$ cat src/rtl/decode_stage.sv
// decode_stage -- MIPS32 integer-subset instruction decode with an integrated
// ID/EX pipeline register.
//
// Purpose:
//   Decodes the instruction presented by IF/ID and reads the register file
//   through combinational read ports. Operands are resolved by EX/MEM
//   forwarding or by a hazard stall. The decoded bundle is then registered
//   toward execute behind a valid/ready handshake. The block also supports
//   flush and counts hazard-stall cycles in a saturating counter.
//
// Configuration macro:
//   DECODE_FORWARD_EN  defined   : EX/MEM forwarding; only load-use stalls.
//                      undefined : no forwarding; stall on any pending
//                                  EX or MEM write to a used source register.
//
// Ports:
//   clk, rst                  clock, synchronous active-high reset
//   in_valid / in_ready       handshake from IF/ID
//   pc_i, inst_i              instruction address and word
//   reg{1,2}_read_o/_addr_o   combinational regfile read enable/address
//   reg{1,2}_data_i           regfile read data (same cycle)
//   ex_*_i, mem_*_i           EX / MEM writeback info for forwarding/hazards
//   flush_i                   kill in-flight and incoming instruction
//   out_valid / out_ready     handshake to EX
//   pc_o .. invalid_o         registered decoded bundle
//   stall_cnt_o               saturating count of hazard-stall cycles
module decode_stage #(
    parameter int DATA_W      = 32,
    parameter int PC_W        = 32,
    parameter int RADDR_W     = 5,
    parameter int STALL_CNT_W = 16
) (
    input  logic                   clk,
    input  logic                   rst,
    input  logic                   in_valid,
    output logic                   in_ready,
    input  logic [PC_W-1:0]        pc_i,
    input  logic [31:0]            inst_i,
    output logic                   reg1_read_o,
    output logic                   reg2_read_o,
    output logic [RADDR_W-1:0]     reg1_addr_o,
    output logic [RADDR_W-1:0]     reg2_addr_o,
    input  logic [DATA_W-1:0]      reg1_data_i,
    input  logic [DATA_W-1:0]      reg2_data_i,
    input  logic                   ex_wreg_i,
    input  logic [RADDR_W-1:0]     ex_wd_i,
    input  logic [DATA_W-1:0]      ex_wdata_i,
    input  logic                   ex_is_load_i,
    input  logic                   mem_wreg_i,
    input  logic [RADDR_W-1:0]     mem_wd_i,
    input  logic [DATA_W-1:0]      mem_wdata_i,
    input  logic                   flush_i,
    output logic                   out_valid,
    input  logic                   out_ready,
    output logic [PC_W-1:0]        pc_o,
    output logic [7:0]             aluop_o,
    output logic [2:0]             alusel_o,
    output logic [DATA_W-1:0]      reg1_o,
    output logic [DATA_W-1:0]      reg2_o,
    output logic [DATA_W-1:0]      imm_o,
    output logic [RADDR_W-1:0]     wd_o,
    output logic                   wreg_o,
    output logic                   mem_re_o,
    output logic                   mem_we_o,
    output logic                   invalid_o,
    output logic [STALL_CNT_W-1:0] stall_cnt_o
);

    localparam logic [2:0] SEL_LOGIC = 3'b001;
    localparam logic [2:0] SEL_ARITH = 3'b100;
    localparam logic [2:0] SEL_MEM   = 3'b111;
    localparam logic [STALL_CNT_W-1:0] CNT_ONE = {{(STALL_CNT_W-1){1'b0}}, 1'b1};

    function automatic logic [STALL_CNT_W-1:0] sat_inc(input logic [STALL_CNT_W-1:0] v);
        return (&v) ? v : v + CNT_ONE;
    endfunction

    logic [5:0]         op, funct;
    logic [RADDR_W-1:0] rs, rt, rd;
    logic [DATA_W-1:0]  imm_zext, imm_lui;
    logic signed [DATA_W-1:0] imm_sext;

    assign op       = inst_i[31:26];
    assign funct    = inst_i[5:0];
    assign rs       = RADDR_W'(inst_i[25:21]);
    assign rt       = RADDR_W'(inst_i[20:16]);
    assign rd       = RADDR_W'(inst_i[15:11]);
    assign imm_zext = DATA_W'(inst_i[15:0]);
    assign imm_sext = {{(DATA_W-16){inst_i[15]}}, inst_i[15:0]};
    assign imm_lui  = DATA_W'({inst_i[15:0], 16'h0000});

    logic [7:0]         dec_aluop;
    logic [2:0]         dec_alusel;
    logic               dec_wreg, dec_re1, dec_re2, dec_mre, dec_mwe, dec_inv;
    logic [RADDR_W-1:0] dec_wd;
    logic [DATA_W-1:0]  dec_imm;

    always_comb begin
        dec_aluop  = 8'h00;
        dec_alusel = 3'b000;
        dec_wreg   = 1'b0;
        dec_wd     = rt;
        dec_re1    = 1'b0;
        dec_re2    = 1'b0;
        dec_mre    = 1'b0;
        dec_mwe    = 1'b0;
        dec_inv    = 1'b0;
        dec_imm    = '0;
        case (op)
            6'h00: begin
                // An all-zero word is NOP; any other unknown funct is invalid.
                if (inst_i != 32'h0) begin
                    dec_re1  = 1'b1;
                    dec_re2  = 1'b1;
                    dec_wreg = 1'b1;
                    dec_wd   = rd;
                    case (funct)
                        6'h24, 6'h25, 6'h26, 6'h27: begin
                            dec_aluop  = {2'b00, funct};
                            dec_alusel = SEL_LOGIC;
                        end
                        6'h20, 6'h21, 6'h22, 6'h2A: begin
                            dec_aluop  = {2'b00, funct};
                            dec_alusel = SEL_ARITH;
                        end
                        default: begin
                            dec_inv  = 1'b1;
                            dec_re1  = 1'b0;
                            dec_re2  = 1'b0;
                            dec_wreg = 1'b0;
                        end
                    endcase
                end
            end
            6'h0C, 6'h0D, 6'h0E: begin
                dec_aluop  = (op == 6'h0C) ? 8'h24 : (op == 6'h0D) ? 8'h25 : 8'h26;
                dec_alusel = SEL_LOGIC;
                dec_re1    = 1'b1;
                dec_wreg   = 1'b1;
                dec_imm    = imm_zext;
            end
            6'h0F: begin
                dec_aluop  = 8'h25;
                dec_alusel = SEL_LOGIC;
                dec_wreg   = 1'b1;
                dec_imm    = imm_lui;
            end
            6'h08, 6'h09: begin
                dec_aluop  = (op == 6'h08) ? 8'h20 : 8'h21;
                dec_alusel = SEL_ARITH;
                dec_re1    = 1'b1;
                dec_wreg   = 1'b1;
                dec_imm    = imm_sext;
            end
            6'h23: begin
                dec_aluop  = 8'hE3;
                dec_alusel = SEL_MEM;
                dec_re1    = 1'b1;
                dec_wreg   = 1'b1;
                dec_mre    = 1'b1;
                dec_imm    = imm_sext;
            end
            6'h2B: begin
                dec_aluop  = 8'hEB;
                dec_alusel = SEL_MEM;
                dec_re1    = 1'b1;
                dec_re2    = 1'b1;
                dec_mwe    = 1'b1;
                dec_imm    = imm_sext;
            end
            default: dec_inv = 1'b1;
        endcase
    end

    assign reg1_read_o = dec_re1;
    assign reg2_read_o = dec_re2;
    assign reg1_addr_o = rs;
    assign reg2_addr_o = rt;

    // Register 0 never participates in forwarding or hazards.
    logic use1, use2, ex_hit1, ex_hit2, mem_hit1, mem_hit2, hazard;
    logic [DATA_W-1:0] opnd1, opnd2;

    assign use1     = dec_re1 && (rs != '0);
    assign use2     = dec_re2 && (rt != '0);
    assign ex_hit1  = use1 && ex_wreg_i && (ex_wd_i == rs);
    assign ex_hit2  = use2 && ex_wreg_i && (ex_wd_i == rt);
    assign mem_hit1 = use1 && mem_wreg_i && (mem_wd_i == rs);
    assign mem_hit2 = use2 && mem_wreg_i && (mem_wd_i == rt);

`ifdef DECODE_FORWARD_EN
    // EX is younger than MEM, so its value wins when both match.
    always_comb begin
        opnd1 = '0;
        opnd2 = '0;
        if (use1) opnd1 = ex_hit1 ? ex_wdata_i : mem_hit1 ? mem_wdata_i : reg1_data_i;
        if (use2) opnd2 = ex_hit2 ? ex_wdata_i : mem_hit2 ? mem_wdata_i : reg2_data_i;
    end
    // A load in EX has no data yet, so only that case must wait.
    assign hazard = in_valid && ex_is_load_i && (ex_hit1 || ex_hit2);
`else
    assign opnd1  = use1 ? reg1_data_i : '0;
    assign opnd2  = use2 ? reg2_data_i : '0;
    assign hazard = in_valid && (ex_hit1 || ex_hit2 || mem_hit1 || mem_hit2);
    logic unused_nofwd;
    assign unused_nofwd = ^{ex_is_load_i, ex_wdata_i, mem_wdata_i};
`endif

    logic capture;
    assign in_ready = (!out_valid || out_ready) && !hazard && !flush_i;
    assign capture  = in_valid && in_ready;

    logic                   out_valid_q, out_valid_d;
    logic [PC_W-1:0]        pc_q, pc_d;
    logic [7:0]             aluop_q, aluop_d;
    logic [2:0]             alusel_q, alusel_d;
    logic [DATA_W-1:0]      reg1_q, reg1_d, reg2_q, reg2_d, imm_q, imm_d;
    logic [RADDR_W-1:0]     wd_q, wd_d;
    logic                   wreg_q, wreg_d, mre_q, mre_d, mwe_q, mwe_d, inv_q, inv_d;
    logic [STALL_CNT_W-1:0] stall_cnt_q, stall_cnt_d;

    always_comb begin
        out_valid_d = out_valid_q;
        pc_d        = pc_q;
        aluop_d     = aluop_q;
        alusel_d    = alusel_q;
        reg1_d      = reg1_q;
        reg2_d      = reg2_q;
        imm_d       = imm_q;
        wd_d        = wd_q;
        wreg_d      = wreg_q;
        mre_d       = mre_q;
        mwe_d       = mwe_q;
        inv_d       = inv_q;
        stall_cnt_d = (hazard && !flush_i) ? sat_inc(stall_cnt_q) : stall_cnt_q;
        if (flush_i) begin
            out_valid_d = 1'b0;
        end else if (capture) begin
            out_valid_d = 1'b1;
            pc_d        = pc_i;
            aluop_d     = dec_aluop;
            alusel_d    = dec_alusel;
            reg1_d      = opnd1;
            reg2_d      = dec_re2 ? opnd2 : dec_imm;
            imm_d       = dec_imm;
            wd_d        = dec_wd;
            wreg_d      = dec_wreg && (dec_wd != '0);
            mre_d       = dec_mre;
            mwe_d       = dec_mwe;
            inv_d       = dec_inv;
        end else if (out_valid_q && out_ready) begin
            out_valid_d = 1'b0;
        end
    end

    // ID/EX register boundary.
    always_ff @(posedge clk) begin
        if (rst) begin
            out_valid_q <= 1'b0;
            pc_q        <= '0;
            aluop_q     <= '0;
            alusel_q    <= '0;
            reg1_q      <= '0;
            reg2_q      <= '0;
            imm_q       <= '0;
            wd_q        <= '0;
            wreg_q      <= 1'b0;
            mre_q       <= 1'b0;
            mwe_q       <= 1'b0;
            inv_q       <= 1'b0;
            stall_cnt_q <= '0;
        end else begin
            out_valid_q <= out_valid_d;
            pc_q        <= pc_d;
            aluop_q     <= aluop_d;
            alusel_q    <= alusel_d;
            reg1_q      <= reg1_d;
            reg2_q      <= reg2_d;
            imm_q       <= imm_d;
            wd_q        <= wd_d;
            wreg_q      <= wreg_d;
            mre_q       <= mre_d;
            mwe_q       <= mwe_d;
            inv_q       <= inv_d;
            stall_cnt_q <= stall_cnt_d;
        end
    end

    assign out_valid   = out_valid_q;
    assign pc_o        = pc_q;
    assign aluop_o     = aluop_q;
    assign alusel_o    = alusel_q;
    assign reg1_o      = reg1_q;
    assign reg2_o      = reg2_q;
    assign imm_o       = imm_q;
    assign wd_o        = wd_q;
    assign wreg_o      = wreg_q;
    assign mem_re_o    = mre_q;
    assign mem_we_o    = mwe_q;
    assign invalid_o   = inv_q;
    assign stall_cnt_o = stall_cnt_q;

endmodule

$ cat config.mk
export PLATFORM = sky130hd
export DESIGN_NAME = decode_stage
export DESIGN_NICKNAME = d
export VERILOG_FILES = /design/src/rtl/decode_stage.sv
export SDC_FILE = /design/constraint.sdc
export NUM_CORES = 1
export LEC_CHECK = 0
export CORE_MARGIN = 10
export CORE_UTILIZATION = 39
export DETAILED_ROUTE_END_ITERATION = 10
export PLACE_DENSITY = 0.87
export SLEW_MARGIN = 0
export SYNTH_ARGS = -nofsm -noshare
export SYNTH_HDL_FRONTEND = slang
export SYNTH_SLANG_ARGS = --single-unit
export TNS_END_PERCENT = 5
$ cat constraint.sdc
create_clock -name clk -period 2.8 [get_ports clk]
set_clock_uncertainty 0.05 [all_clocks]
set_input_delay 0.28 -clock clk [delete_from_list [all_inputs] [get_ports clk]]
set_output_delay 0.28 -clock clk [all_outputs]
set_load 0.03 [all_outputs]
# Word level (Yosys, flattened, before mapping)
# Index checks and enable logic that the tools add are counted.
dict set report word_totals {
  register_bits 165
  in_bits 210
  out_inout_bits 178
}
dict set report classes {
  add_sub_neg 1
  eq_ne 20
  muxes 27
  n_bitwise 2
  reduce_logical 45
}
# op count
set ops {}
lappend ops {{$mux 32} 3}
lappend ops {{$pmux 32 s3} 1}
lappend ops {{$eq 6x6->1 const B} 10}
lappend ops {{$pmux 8 s6} 1}
lappend ops {{$eq 6x4->1 const B} 6}
lappend ops {{$reduce_bool 32->1} 1}
lappend ops {{$eq 5x5->1} 4}
lappend ops {{$logic_and 1x1->1} 17}
lappend ops {{$add 16x1->16 const B} 1}
lappend ops {{$reduce_and 16->1} 1}
lappend ops {{$reduce_or 4->1} 4}
lappend ops {{$reduce_or 8->1} 2}
lappend ops {{$reduce_bool 5->1} 3}
lappend ops {{$reduce_or 7->1} 2}
lappend ops {{$mux 6} 2}
lappend ops {{$pmux 3 s4} 1}
lappend ops {{$mux 5} 2}
lappend ops {{$mux 1} 9}
lappend ops {{$pmux 1 s2} 4}
lappend ops {{$logic_not 6->1} 1}
lappend ops {{$pmux 3 s2} 1}
lappend ops {{$reduce_or 2->1} 3}
lappend ops {{$logic_or 1x1->1} 4}
lappend ops {{$mux 2} 2}
lappend ops {{6 further kinds} 10}

# Logic depth before layout (Yosys ltp)
# Gate-level depths: netlist of run 1.
dict set report depth {
  ltp_word 17
  depth_mapped 13
  mapped_depth_nobuf 9
}

# Least setup slack after synthesis of run 1
# Ideal clock, no wire load.
dict set report synth_path {
  path_kind {input port to flip-flop}
  startpoint {input inst_i[27]}
  endpoint {register stall_cnt_q[4], in the netlist stall_cnt_o[4]}
  setup_time_ps 123
  arrival_time_ps 2449
  setup_slack_ps 178
  cell_stages 8
  path_cell_list {buf_2 nor4_1 nand2_1 o211ai_2 nand3_1 a2111oi_4 nand4_1 mux2_1}
}
dict set report synth_via {
  elab_chain_len 12
  elab_cells_between_ends 29
  classes_between {eq/ne (7); mux (3); reduce/logical (19)}
}
# element line_no
set synth_rtl {}
lappend synth_rtl {{start: declaration} 38} ;# input logic [31:0] inst_i,
lappend synth_rtl {{$eq 6x4->1 (tied with other cells)} 109} ;# case (op)
lappend synth_rtl {{$reduce_or 7->1 (no line) or $mux 1 (tied branches)} n/a}
lappend synth_rtl {{$pmux 1 s2 (*)} 109}
lappend synth_rtl {{named net reg1_read_o} 39} ;# output logic reg1_read_o,
lappend synth_rtl {{$logic_and 1x1->1 (*)} 184} ;# assign use1 = dec_re1 && (rs != '0);
lappend synth_rtl {{$logic_and 1x1->1 (2 in a row)} 186} ;# assign ex_hit1 = use1 && ex_wreg_i && (ex_wd_i == rs);
lappend synth_rtl {{$logic_or 1x1->1} 204} ;# assign hazard = in_valid && (ex_hit1 || ex_hit2 || mem_hit1 || mem_hit2);
lappend synth_rtl {{$logic_or 1x1->1 (*) (2 in a row)} 204}
lappend synth_rtl {{$logic_and 1x1->1 (*)} 204}
lappend synth_rtl {{$logic_and 1x1->1 (*)} 235} ;# stall_cnt_d = (hazard && !flush_i) ? sat_inc(stall_cnt_q) : stall_cnt_q;
lappend synth_rtl {{$reduce_and 2->1 (no line) (*)} n/a}
lappend synth_rtl {{end signal: assignment} 285} ;# stall_cnt_q <= stall_cnt_d;
lappend synth_rtl {{end: declaration} 220} ;# logic [STALL_CNT_W-1:0] stall_cnt_q, stall_cnt_d;
# The timed path passes the listed nets; every way through them passes the cells marked *.
# A chain may end at the register's enable or synchronous reset.

# Final worst setup path of run 1
dict set report layout_path {
  startpoint {input inst_i[1]}
  endpoint {output in_ready}
}
dict set report layout_via {
  elab_chain_len 15
  elab_cells_between_ends 31
  classes_between {eq/ne (8); mux (4); reduce/logical (19)}
}
# element line_no
set layout_rtl {}
lappend layout_rtl {{$eq 6x6->1} 117} ;# case (funct)
lappend layout_rtl {{$reduce_or 8->1 (no line)} n/a}
lappend layout_rtl {{$mux 1} 117}
lappend layout_rtl {{$mux 1 (*)} 112} ;# if (inst_i != 32'h0) begin
lappend layout_rtl {{$pmux 1 s2} 109}
lappend layout_rtl {{$logic_and 1x1->1 (on tied branches)} {184, 185}}
lappend layout_rtl {{$logic_and 1x1->1 (on tied branches) (2 in a row)} {186, 187}}
lappend layout_rtl {{$logic_or 1x1->1 (2 in a row)} 204}
lappend layout_rtl {{$logic_or 1x1->1 (*)} 204}
lappend layout_rtl {{$logic_and 1x1->1 (*)} 204}
lappend layout_rtl {{$logic_not 1->1 (*)} 210} ;# assign in_ready = (!out_valid || out_ready) && !hazard && !flush_i;
lappend layout_rtl {{$logic_and 1x1->1 (*) (2 in a row)} 210}
lappend layout_rtl {{end: declaration} 36} ;# output logic in_ready,
# Every way passes the cells marked *; elsewhere a longest branch is shown, timed or not.

==> results of run 1 <==
## repair_timing
item,4_1_cts,5_1_grt
setup endpoints to repair,3,116
setup buffers,0,3
pin swaps,3,2
gates resized for setup,8,9
## registers in the layout (all words and copies together) (netlist names)
name	count
stall_cnt_o	16
reg2_o	32
pc_o	32
wreg_o	1
mem_we_o	1
alusel_o	3
aluop_o	7
invalid_o	1
wd_o	5
out_valid	1
mem_re_o	1
reg1_o	32
imm_o	32
## layer usage
layer | routed length (um) | vias to the layer above
met3 | 2840 | 52
li1 | - | 3797
met4 | 780 | 0
met2 | 13700 | 389
met1 | 11300 | 3672
met5 | 0 | -
## cells in the mapped netlist (all sizes together) (7+ instances only)
cell    instances  area, um^2
nand4           7        43.8
a311oi         34         298
buf            37         215
nand3          64         320
nor4            7        43.8
nand2         134         503
and3           22         138
nand2b          7        43.8
dfxtp         164        3280
a21oi         107         539
clkbuf         49         184
xnor2          21         184
nor2          101         387
xor2            7        61.3
a211oi         25         188
nor3           46         241
## power by group
part | leakage (nW) | switching [mW] | internal [mW] | total (mW)
Clock | 0.284 | 1.04 | 1.34 | 2.38
Combinational | 2.61 | 0.576 | 0.514 | 1.09
Sequential | 1.34 | 0.0445 | 2.42 | 2.46
Total | 4.22 | 1.66 | 4.27 | 5.93
## per-stage QoR
step	hold slack [ps]	utilization, %	setup slack [ps]	power (mW)
2_1_floorplan	308	-	178	3.01
3_3_place_gp	387	60.8	-329	3.57
3_5_place_dp	394	60.8	-386	3.59
4_1_cts	334	64.3	4.12	5.96
5_1_grt	316	64.7	-10.5	6.14
6_report	278	64.7	49.4	5.93
## cells by family after synthesis
group                    Yosys count  synth area share, %
flip-flops                       164                 45.7
AND/OR/NAND/NOR                  408                 26.0
adder cells (fa/ha/maj)            1                0.174
AO/OA/AOI/OAI                    191                 17.2
multiplexers                      11                 1.62
buffers and inverters             92                 5.87
XOR/XNOR                          28                 3.41
## critical path, cell delays in order
cell and delay [ps]:
clkdlybuf4s50_1 470, and3b_1 240, a211o_4 350, o211ai_4 220, and3_4 250, buf_6 150, o21ai_0 90, and3b_1 190
buf_4 160
## layout make-up
class                   instances  area [um^2]  area share, %
multi-input cells             639         3540           30.3
flip-flops and latches        164         3280           28.1
clock buffers                  17          425           3.65
inverters                       6         22.5          0.193
repair buffers                395         3940           33.8
clock inverters                14          168           1.44
well taps                     229          287           2.46
## how the worst max path moves through the flow
stage,cells past startpoint,slack [ps],start,end
final,9,50,inst_i[1],in_ready
after global placement,11,-330,inst_i[2],wd_o[0]
after CTS,11,4,inst_i[26],in_ready
after detailed placement,10,-390,inst_i[26],imm_o[26]
after global routing,9,-10,inst_i[1],in_ready
after floorplan,8,180,inst_i[27],stall_cnt_o[4]
==> out/results.ini, run 1 <==
[sta]
finalMaxSlewViolations = 0
min_period_over_period_pct = 98.2
period_minus_slack_ps = 2750
slew_headroom_pct = 50.7
final_hold_viol_count = 0
timing.fmax_ghz = 0.364
setup_viol = 0
tightest_slew_ps = 740
tns_ps = 0

[synthesis]
syn_inst = 895
syn_area_mm2 = 0.00718
ys_warn_count = 0
synth_fp_nets = 1106
synth_ff_type = dfxtp_1
avgSynthCellArea_um2 = 8.03
ys_seq_elements = 164
synth_cell_types = 49
ys_seq_area_share_pct = 45.7
synth_edf_count = 0
ys_async_sr_fraction_pct = 0

[clock_network]
cts_sinks = 164
clock_latency_ps = 410
cts_max_level = 4
cts_tree = done
clock_tree.root_cell = clkbuf_16
holdBufCountCts = 0
numCtsBuffers = 17
clk_pin_slew_ps = 70
cts_max_path_buffers = 2

[placed_design]
io_buffers = 322
place_congestion = 0.857
dp.cells = 1430
hpwlAfterDp_um = 21500
postPlaceCellArea_mm2 = 0.0110

[outcome]
status = finished, final reports clean

[hold_path]
hold_start = inst_i[2]
min_path_cells = 3
min_to = imm_o[18]
hp-class = in -> reg

[detailed_routing]
drc = 0
drt-pass1-iter-count = 5
vias_per_cell = 5.40
drt_iter0_markers = 482
wire_per_inst_um = 19.5
vias = 7910
final_antenna_net_count = 0
wirelength_um = 28600

[final_layout]
syn_to_final_growth_pct = 62.4
fin_nets = 1434
drive_gt1_share_pct = 10.2
mostFrequentLayoutCell = clkdlybuf4s50_1
nFillCells = 1495
diodes = 0
mostFrequentLayoutCells = clkdlybuf4s50_1 (314), dfxtp_1 (164), nand2_1 (133), a21oi_1 (106), nor2_1 (100)
final_area_mm2 = 0.0117
fin_cells = 1464

[global_routing]
grt_use_met2_pct = 37.0
grt_pass1_vias = 7895
gr-total-overflow = 0
grt_pass1_wl_um = 43700
grt_max_degree = 67
antenna_found_initial = 0
top_usage_layer = met2
met3_usage_pct = 8.16
grt_use_total_pct = 22.4
use_met1_pct = 26.0

[setup_path]
path_max_fanout = 10
r2r_start = stall_cnt_o[3]
endpoint_kind = output pin
reg2reg_depth = 8
crit_path_start_kind = input port
worstPathArrival_ps = 2420
critical_path_class = in -> out
r2r_slack_ps = 770
r2r-end = stall_cnt_o[5]
required_ps = 2470

[floorplan]
dieArea_mm2 = 0.0242
dieWidth_um = 156
boundaryPins = 388
die_h_um = 156
rows = 49
initial_utilization_pct = 39.9
core_area_mm2 = 0.0180

[power_and_ir_drop]
p_per_area_mw_per_mm2 = 508
ir_worst_vdd_mv = 0.401
leakage_nw = 4.22

[run]
maxCapViolCount = 0

Note: power is estimated with default switching activity, not from simulation.
==> inputs of run 2 (changes only) <==
--- a/config.mk
+++ b/config.mk
@@ -5,10 +5,10 @@
 export SDC_FILE = /design/constraint.sdc
 export NUM_CORES = 1
 export LEC_CHECK = 0
-export CORE_MARGIN = 10
-export CORE_UTILIZATION = 39
+export CORE_AREA = 2 2 152 154
 export DETAILED_ROUTE_END_ITERATION = 10
-export PLACE_DENSITY = 0.87
+export DIE_AREA = 0 0 154 156
+export PLACE_DENSITY = 0.75
 export SLEW_MARGIN = 0
 export SYNTH_ARGS = -nofsm -noshare
 export SYNTH_HDL_FRONTEND = slang
==> run 2 against run 1 <==
  * Count of clock-buffer cells in the layout is 1 higher
  * Combinational power hardly changed
  * Sequential share of layout area barely moved
  * Via count shrank 1.3%
  * Routed wire length fell by 6.7%
  * Largest power group unchanged
==> out/results.ini, run 2 (synthesis gave the netlist of run 1 again) <==
[setup_path]
r2r_start = stall_cnt_o[9]
required_ps = 2470  ; about the same
reg2reg_depth = 9  ; +1
worstPathArrival_ps = 2400  ; -20 ps
crit_start = inst_i[26]
critical_path_class = in -> out
endpoint_kind = output pin
path_max_fanout = 7  ; -3
crit_path_start_kind = input port

[placed_design]
hpwlAfterDp_um = 19900  ; -7.2%
postPlaceCellArea_mm2 = 0.0110  ; +0.45%
io_buffers = 322  ; unchanged
place_congestion = 0.829  ; -3.2%

[final_layout]
drive_gt1_share_pct = 9.88  ; -0.32 points
mostFrequentLayoutCell = clkdlybuf4s50_1
fin_nets = 1433  ; -0.070%
syn_to_final_growth_pct = 62.4  ; about the same
final_area_mm2 = 0.0117  ; about the same
mostFrequentLayoutCells = clkdlybuf4s50_1 (318), dfxtp_1 (164), nand2_1 (133), a21oi_1 (106), nor2_1 (100)
final_core_util_pct = 52.1  ; -13 points

[floorplan]
boundaryPins = 388  ; unchanged
dieWidth_um = 154  ; -1.1%
die_h_um = 156  ; +0.18%
dieArea_mm2 = 0.0240  ; -0.92%
initial_utilization_pct = 32.1  ; -7.7 points
core_area_mm2 = 0.0224  ; +24%
rows = 55  ; +12%

[sta]
period_minus_slack_ps = 2730  ; -15.8 ps
hold_slack_ps = 223  ; -55.3 ps
final_hold_viol_count = 0  ; unchanged
slew_headroom_pct = 63.5  ; +13 points
setup_viol = 0  ; unchanged
finalMaxSlewViolations = 0  ; unchanged
min_period_over_period_pct = 97.7  ; -0.56 points
tightest_slew_ps = 548  ; -192 ps
rsz0062_at_grt = true
timing.fmax_ghz = 0.366  ; +0.58%

[detailed_routing]
vias = 7810  ; -1.3%
wirelength_um = 26700  ; -6.7%
drc = 0  ; unchanged
vias_per_cell = 5.13  ; -5.0%
final_antenna_net_count = 0  ; unchanged
drt-pass1-iter-count = 4  ; -1
drt_iter0_markers = 475  ; -1.5%
wire_per_inst_um = 17.5  ; -10%

[clock_network]
clock_tree.root_cell = clkbuf_16
cts_tree = done
cts_max_path_buffers = 2  ; unchanged
cts_max_level = 4  ; unchanged
numCtsBuffers = 17  ; unchanged
clk_pin_slew_ps = 70  ; about the same
clock_latency_ps = 420  ; about the same
cts_sinks = 164  ; unchanged

[power_and_ir_drop]
power_frac_seq_pct = 41.4  ; about the same
p_per_area_mw_per_mm2 = 509  ; +0.17%
p_int_mw = 4.23  ; -1.1%
switching_share_pct = 28.8  ; +0.85 points
leakage_nw = 4.19  ; -0.84%
pwr-share-comb_pct = 18.1  ; -0.3 points
power_switching_mw = 1.71  ; +3.2%
p_clk_share_pct = 40.5  ; +0.4 points
ir_worst_vdd_mv = 0.292  ; -27%
finalPower_mw = 5.94  ; +0.13%

[global_routing]
gr-total-overflow = 0  ; unchanged
grt_pass1_vias = 7336  ; -7.1%
grt_max_degree = 64  ; -4.5%
antenna_found_initial = 1  ; +1
grt_pass1_wl_um = 40700  ; -6.9%
grt_use_total_pct = 21.3  ; -1.0 points

[hold_path]
hold_start = rst
hp-class = in -> reg
min_path_cells = 2  ; -1

[outcome]
status = finished, final reports clean

[run]
maxCapViolCount = 0  ; unchanged

run 2: cell count changes in the layout (fill, tap and decap cells not counted), moves of 2 or more:
cell	change
dlymetal6s2s_1	-4
buf_12	-2
inv_6	+4
and3_1	+2
clkinvlp_4	-3
clkdlybuf4s50_1	+4
run 2: worst paths after layout:
check        slack [ps]        endpoint
max                  70        in_ready
min                 220  stall_cnt_o[3]
max reg2reg         680  stall_cnt_o[3]
min reg2reg         400       reg1_o[7]
run 2: critical path, cell delays in order:
cell and delay [ps]:
clkdlybuf4s50_1 550, buf_4 190, nand3_1 100, nor3_1 300, a21oi_2 130, inv_2 90, and3_1 170, o21ai_0 120
and3b_1 210, clkdlybuf4s15_2 280
run 2: final cells by class:
class                      count  area [um^2]
antenna                        1         2.50
clock buffer                  18          439
clock inverter                14          159
fill                        2079        10700
inverter                       6         22.5
multi-input combinational    639         3500
sequential                   164         3280
tap                          285          357
timing repair buffer         394         3900
run 2: stage by stage:
stage          std cells  TNS [ps]  worst slack (ps)
3_5_place_dp        1484    -39010              -442
3_3_place_gp        1484    -33790              -491
4_1_cts             1516         0              43.4
6_report            1521         0              65.2
2_1_floorplan        895         0               178
5_1_grt             1520     -27.1             -27.1
run 2: repair_timing:
action | in CTS | in global routing
pin swaps | 2 | 2
buffers inserted | 0 | 4
hold buffers | 0 | 0
gates resized for setup | 6 | 0
endpoints found under the setup margin | 2 | 11
run 2: per-layer routing:
| layer | GRT usage (%) | vias to the layer above | wire length [um] |
|---|---|---|---|
| li1 | - | 3802 | - |
| met1 | 27.0 | 3666 | 11500 |
| met2 | 35.5 | 309 | 12700 |
| met3 | 5.69 | 31 | 1910 |
| met4 | 6.59 | 2 | 566 |
| met5 | 0 | - | 13 |
run 2: power groups by stage:
stage | Combinational (mW) | Sequential [mW] | Clock (mW)
2_1_floorplan | 0.331 | 2.68 | 0
3_3_place_gp | 1.06 | 2.51 | 0
3_5_place_dp | 1.07 | 2.51 | 0
4_1_cts | 1.08 | 2.46 | 2.46
5_1_grt | 1.15 | 2.47 | 2.56
6_report | 1.07 | 2.46 | 2.40
